### src/rtl/instr_fetch_unit.sv
// Instruction fetch unit: owns the fetch PC, reads a combinational Imem and
// buffers words with their PC in a small FIFO toward decode.
module instr_fetch_unit #(
   parameter logic [31:0] RESET_PC = 32'h0000_0000,
   parameter logic [31:0] PC_LIMIT = 32'd40,
   parameter int          DEPTH    = 4
) (
   input  logic        clk,
   input  logic        rst_n,
   output logic [31:0] imem_addr,
   input  logic [31:0] imem_rdata,
   output logic        instr_valid,
   input  logic        instr_ready,
   output logic [31:0] instr,
   output logic [31:0] instr_pc,
   input  logic        redirect_valid,
   input  logic [31:0] redirect_pc,
   output logic        fetch_done
);

   localparam int PW = $clog2(DEPTH);

   localparam logic [PW:0]   CNT_FULL = (PW + 1)'(DEPTH);
   localparam logic [PW:0]   CNT_ONE  = (PW + 1)'(1);
   localparam logic [PW-1:0] PTR_ONE  = PW'(1);
   localparam logic [31:0]   PC_STEP  = 32'd4;
   localparam logic [31:0]   PC_RST   = {RESET_PC[31:2], 2'b00};

   typedef struct packed {
      logic [31:0] word;
      logic [31:0] pc;
   } entry_t;

   entry_t          fifo_q [DEPTH];
   entry_t          fifo_d [DEPTH];
   logic [31:0]     fetch_pc_q, fetch_pc_d;
   logic [PW-1:0]   rd_ptr_q, rd_ptr_d;
   logic [PW-1:0]   wr_ptr_q, wr_ptr_d;
   logic [PW:0]     count_q, count_d;
   logic            push, pop;
   logic            unused_redirect_lsb;

   // Redirect targets are forced to word alignment.
   assign unused_redirect_lsb = ^redirect_pc[1:0];

   assign imem_addr   = fetch_pc_q;
   assign fetch_done  = (fetch_pc_q >= PC_LIMIT);
   assign instr_valid = (count_q != '0);
   assign instr       = fifo_q[rd_ptr_q].word;
   assign instr_pc    = fifo_q[rd_ptr_q].pc;

   assign pop  = instr_valid & instr_ready & ~redirect_valid;
   assign push = ~fetch_done & ~redirect_valid &
                 ((count_q < CNT_FULL) | pop);

   always_comb begin
      fifo_d     = fifo_q;
      fetch_pc_d = fetch_pc_q;
      rd_ptr_d   = rd_ptr_q;
      wr_ptr_d   = wr_ptr_q;
      count_d    = count_q;
      if (redirect_valid) begin
         fetch_pc_d = {redirect_pc[31:2], 2'b00};
         rd_ptr_d   = '0;
         wr_ptr_d   = '0;
         count_d    = '0;
      end else begin
         if (push) begin
            fifo_d[wr_ptr_q] = '{word: imem_rdata, pc: fetch_pc_q};
            fetch_pc_d       = fetch_pc_q + PC_STEP;
            wr_ptr_d         = wr_ptr_q + PTR_ONE;
         end
         if (pop) begin
            rd_ptr_d = rd_ptr_q + PTR_ONE;
         end
         unique case ({push, pop})
            2'b10:   count_d = count_q + CNT_ONE;
            2'b01:   count_d = count_q - CNT_ONE;
            default: count_d = count_q;
         endcase
      end
   end

   always_ff @(posedge clk or negedge rst_n) begin
      if (!rst_n) begin
         fetch_pc_q <= PC_RST;
         rd_ptr_q   <= '0;
         wr_ptr_q   <= '0;
         count_q    <= '0;
         for (int i = 0; i < DEPTH; i++) begin
            fifo_q[i] <= '0;
         end
      end else begin
         fetch_pc_q <= fetch_pc_d;
         rd_ptr_q   <= rd_ptr_d;
         wr_ptr_q   <= wr_ptr_d;
         count_q    <= count_d;
         for (int i = 0; i < DEPTH; i++) begin
            fifo_q[i] <= fifo_d[i];
         end
      end
   end

endmodule

### config.mk
export PLATFORM = sky130hd
export DESIGN_NAME = instr_fetch_unit
export DESIGN_NICKNAME = d
export VERILOG_FILES = /design/src/rtl/instr_fetch_unit.sv
export SDC_FILE = /design/constraint.sdc
export NUM_CORES = 1
export LEC_CHECK = 0
export CAP_MARGIN = 20
export CORE_MARGIN = 2
export CORE_UTILIZATION = 39
export CTS_CLUSTER_SIZE = 10
export DETAILED_ROUTE_END_ITERATION = 16
export HOLD_SLACK_MARGIN = 0.12
export PLACE_DENSITY_LB_ADDON = 0.25
export RECOVER_POWER = 25
export SYNTH_ARGS = -nofsm -noshare
export SYNTH_HDL_FRONTEND = slang
export SYNTH_SLANG_ARGS = --single-unit
### constraint.sdc
create_clock -name clk -period 3.3 [get_ports clk]
set_clock_uncertainty 0.1 [all_clocks]
set_input_delay 0.99 -clock clk [delete_from_list [all_inputs] [get_ports clk]]
set_output_delay 0.99 -clock clk [all_outputs]
set_load 0.02 [all_outputs]
==> summary.txt <==
Status
  • Status: finished, violations left
  • Failing checks: capacitance limit, slew limit, setup timing

Placement
  • Pre-CTS WS: 228 ps
  • Routability cong.: about 0.7
  • IO buf count: 159
  • Placed wire-length estimate: 14600 um
  • DP Area: 0.0140 mm2
  • Inst Count DP: about 1300

STA
  • Max Transition Viols Final: 76
  • Post-route minimum period: approximately 3400 ps
  • Setup TNS Final: -4260 ps
  • Final Hold Viols: 0
  • Crit share post-route: 104%
  • Final setup fails: 43
  • Least-Margin Pin Slew: between 2000 and 2500 ps
  • Rel. slew slack: -33.5%
  • RSZ-0062 raised after global routing: yes
  • Hold WS: 375 ps
  • Final WS setup: -141 ps
  • Top achievable clock speed: 291 MHz

Clock tree
  • Hold-fix buffers, CTS: 0
  • H-tree lvl count: 2
  • Clock Path Buffers: 3
  • Num CTS Buffers: 35
  • Worst skew pair latency: ~500 ps
  • Sink Count: 285
  • CTS tree: yes
  • CTS clk-pin slew, worst paths: 60 ps
  • Root Buffer: clkbuf_16

Synth
  • Syn_area_per_cell: ~16 um2
  • Yosys warns: 0
  • Synth Instances: 736
  • Synth Flop Type: dfrtp_1
  • Largest family of logic cells by synthesized area: multiplexers
  • Post-synth top area cell: dfrtp_1
  • Compound-cell area share of the yosys netlist: 0.804%
  • Count leader, synth: dfrtp_1
  • Top-area cell type share of the netlist area: between 60% and 70%
  • Mapped Area: around 0.012 mm2
  • Synth top cells by count: dfrtp_1 (285), mux2_2 (108), and2_1 (106)
  • Register area share after synthesis: around 60%
  • Adder-cell share of the synthesized area: 0.804%
  • Distinct cells, synth: 37
  • Ys async rst share: 100%
  • Mux cell area share after synthesis: 28.3%
  • EDFF count, synth: 0
  • FF+latch count, synth: approximately 290
  • Simple-Gate Fraction of Synth Area: 7.34%
  • Synth Area in XOR/XNOR: 0.296%
  • Top cells by area in the synthesized netlist: dfrtp_1 (60%), mux4_2 (12%), mux2_2 (10%)

Floorplanning
  • Initial core utilization: 39.8%
  • Core footprint: 0.0297 mm2
  • DIE WIDTH: about 180 um
  • Die height: 178 um
  • Die area: about 0.032 mm2
  • FP Rows: 63
  • # IOs: 166

Route
  • Number of DRC markers in iteration 0: between 300 and 400
  • Pre-antenna DRT Iters: 4
  • Via count: around 6600
  • Antenna viol nets, final: 0
  • Wire per inst: 18.4 um
  • Number of remaining DRC errors: 0
  • Vias per cell: 4.99
  • Total wire length: about 24000 um

Critical path
  • CP startpoint kind: flip-flop
  • CP delay by family, top: buffers and inverters
  • Max Fanout on Critical Path: 24
  • CP required: around 2200 ps
  • CP arrival: 2350 ps
  • Worst path slowest cell: mux4_2
  • FF-to-FF End: fifo_q[166]$_DFFE_PN0P_
  • Crit Path Category: flip-flop to output port
  • CP Cell Sequence: buf_12 -> mux4_2 -> clkdlybuf4s50_1
  • CP endpoint kind: output port
  • Worst Reg-to-Reg Cells: 9
  • Worst path buffer plus inverter count: 2
  • Worst reg2reg startpoint: imem_addr[5]$_DFFE_PN0N_
  • Crit-path max cell delay: 580 ps
  • FF-to-FF setup slack: 530 ps

Final layout
  • Final instance area: 0.0150 mm2
  • Util after Layout: about half
  • Share of cells above drive strength 1: 26.8%
  • Register area: 0.00714 mm2
  • Fillers: 2545
  • Ant diodes: 0
  • Multi-input gate area: 0.00449 mm2
  • Finished Layout Cells: between 1000 and 1500
  • Synth-to-layout area growth: 26.9%
  • Final Net Count: 991

GRT
  • Tot GR Track Use: between 15 and 20%
  • Global-route congestion overflow total: 0
  • Antenna violations before repair: 0
  • First-pass GRT wire length: 40400 um
  • Vias in the first global route: 7519
  • Pin count of the biggest net entering global routing: 78

Power
  • Leak: just over 7 nW
  • Worst vdd ir: roughly 0.3 mV
  • Cell Pwr Density: about 500 mW/mm2
  • Pwr Total: 7.65 mW

Worst hold path
  • Hold Crit Depth: 1
  • Hold Crit Start: fifo_q[22]$_DFFE_PN0P_
  • Hold path endpoint: fifo_q[22]$_DFFE_PN0P_
  • Worst Hold Class: flip-flop to flip-flop

Flow run
  • MaxCap Viol Count: 1
==> registers in the layout, summed over array words and instances (netlist names) <==
register,count
rd_ptr_q,2
fifo_q,248
wr_ptr_q,2
imem_addr,30
count_q,3
==> layer usage <==
layer	up-vias	track usage [%]	share of wire, %
met2	153	26.0	47
met4	0	4.03	1.4
met1	3410	22.0	45
li1	2984	-	-
met5	-	0	0
met3	35	4.52	6.5
==> cell type report <==
class / instances / share of cell area [%]
timing repair buffer: 188 / 12.5
sequential: 285 / 47.5
clock buffer: 50 / 6.69
multi-input combinational: 402 / 29.9
tap: 390 / 3.25
inverter: 4 / 0.100
==> power breakdown <==
group          leakage (nW)  internal (mW)  switching [mW]  total (mW)
registers              3.91           3.55          0.0486        3.59
logic                  2.77          0.317           0.329       0.646
clock network         0.489           2.08            1.33        3.41
==> what timing repair did <==
| action | CTS | global route |
|---|---|---|
| resized for setup | 24 | 3 |
| pin swaps | 1 | 1 |
| setup endpoints to repair | 63 | 44 |
| buffers inserted | 0 | 3 |
==> layout by cell type (no fill, tap or decap), types with 3 or more instances in the layout <==
master / n
dfrtp_1: 283
clkdlybuf4s50_1: 137
mux2_2: 108
and2_1: 106
mux2_1: 64
mux4_2: 62
clkbuf_16: 37
dlygate4sd2_1: 19
buf_4: 14
clkbuf_1: 12
buf_12: 9
nor2_1: 8
ha_1: 6
inv_1: 4
nand2b_1: 4
nand2_1: 4
conb_1: 4
clkbuf_2: 4
nor4_2: 3
nor4_1: 3
xnor2_1: 3
clkbuf_8: 3
==> worst register-to-register path, cell delays in order, from the launching register on <==
cell	delay (ps)
dfrtp_1	490
a211oi_1	270
nand4_1	210
buf_4	200
buf_4	120
a211oi_2	240
buf_4	220
nand3b_4	90
buf_4	280
mux2_1	410
==> kinds of logic (layout without fill, tap and decap cells) <==
| group | count (synthesis) | count (layout) |
|---|---|---|
| multiplexers | 236 | 236 |
| AO/OA/AOI/OAI | 12 | 12 |
| buffers and inverters | 52 | 242 |
| adder cells (fa/ha/maj) | 7 | 7 |
| other | 1 | 4 |
| XOR/XNOR | 4 | 4 |
| AND/OR/NAND/NOR | 139 | 139 |
| flip-flops | 285 | 285 |
==> worst max path at each step <==
stage                       startpoint                      end  slack [ps]  cells past startpoint
2_1_floorplan  rd_ptr_q[0]$_DFFE_PN0P_                 instr[0]         340                      3
3_3_place_gp               instr_ready  fifo_q[229]$_DFFE_PN0P_         220                      7
3_5_place_dp               instr_ready  fifo_q[244]$_DFFE_PN0P_         230                      7
4_1_cts        rd_ptr_q[0]$_DFFE_PN0P_              instr_pc[9]        -190                      3
5_1_grt        rd_ptr_q[0]$_DFFE_PN0P_                 instr[4]        -230                      3
6_report       rd_ptr_q[0]$_DFFE_PN0P_                 instr[4]        -140                      3
(Power assumes the default switching activity.)
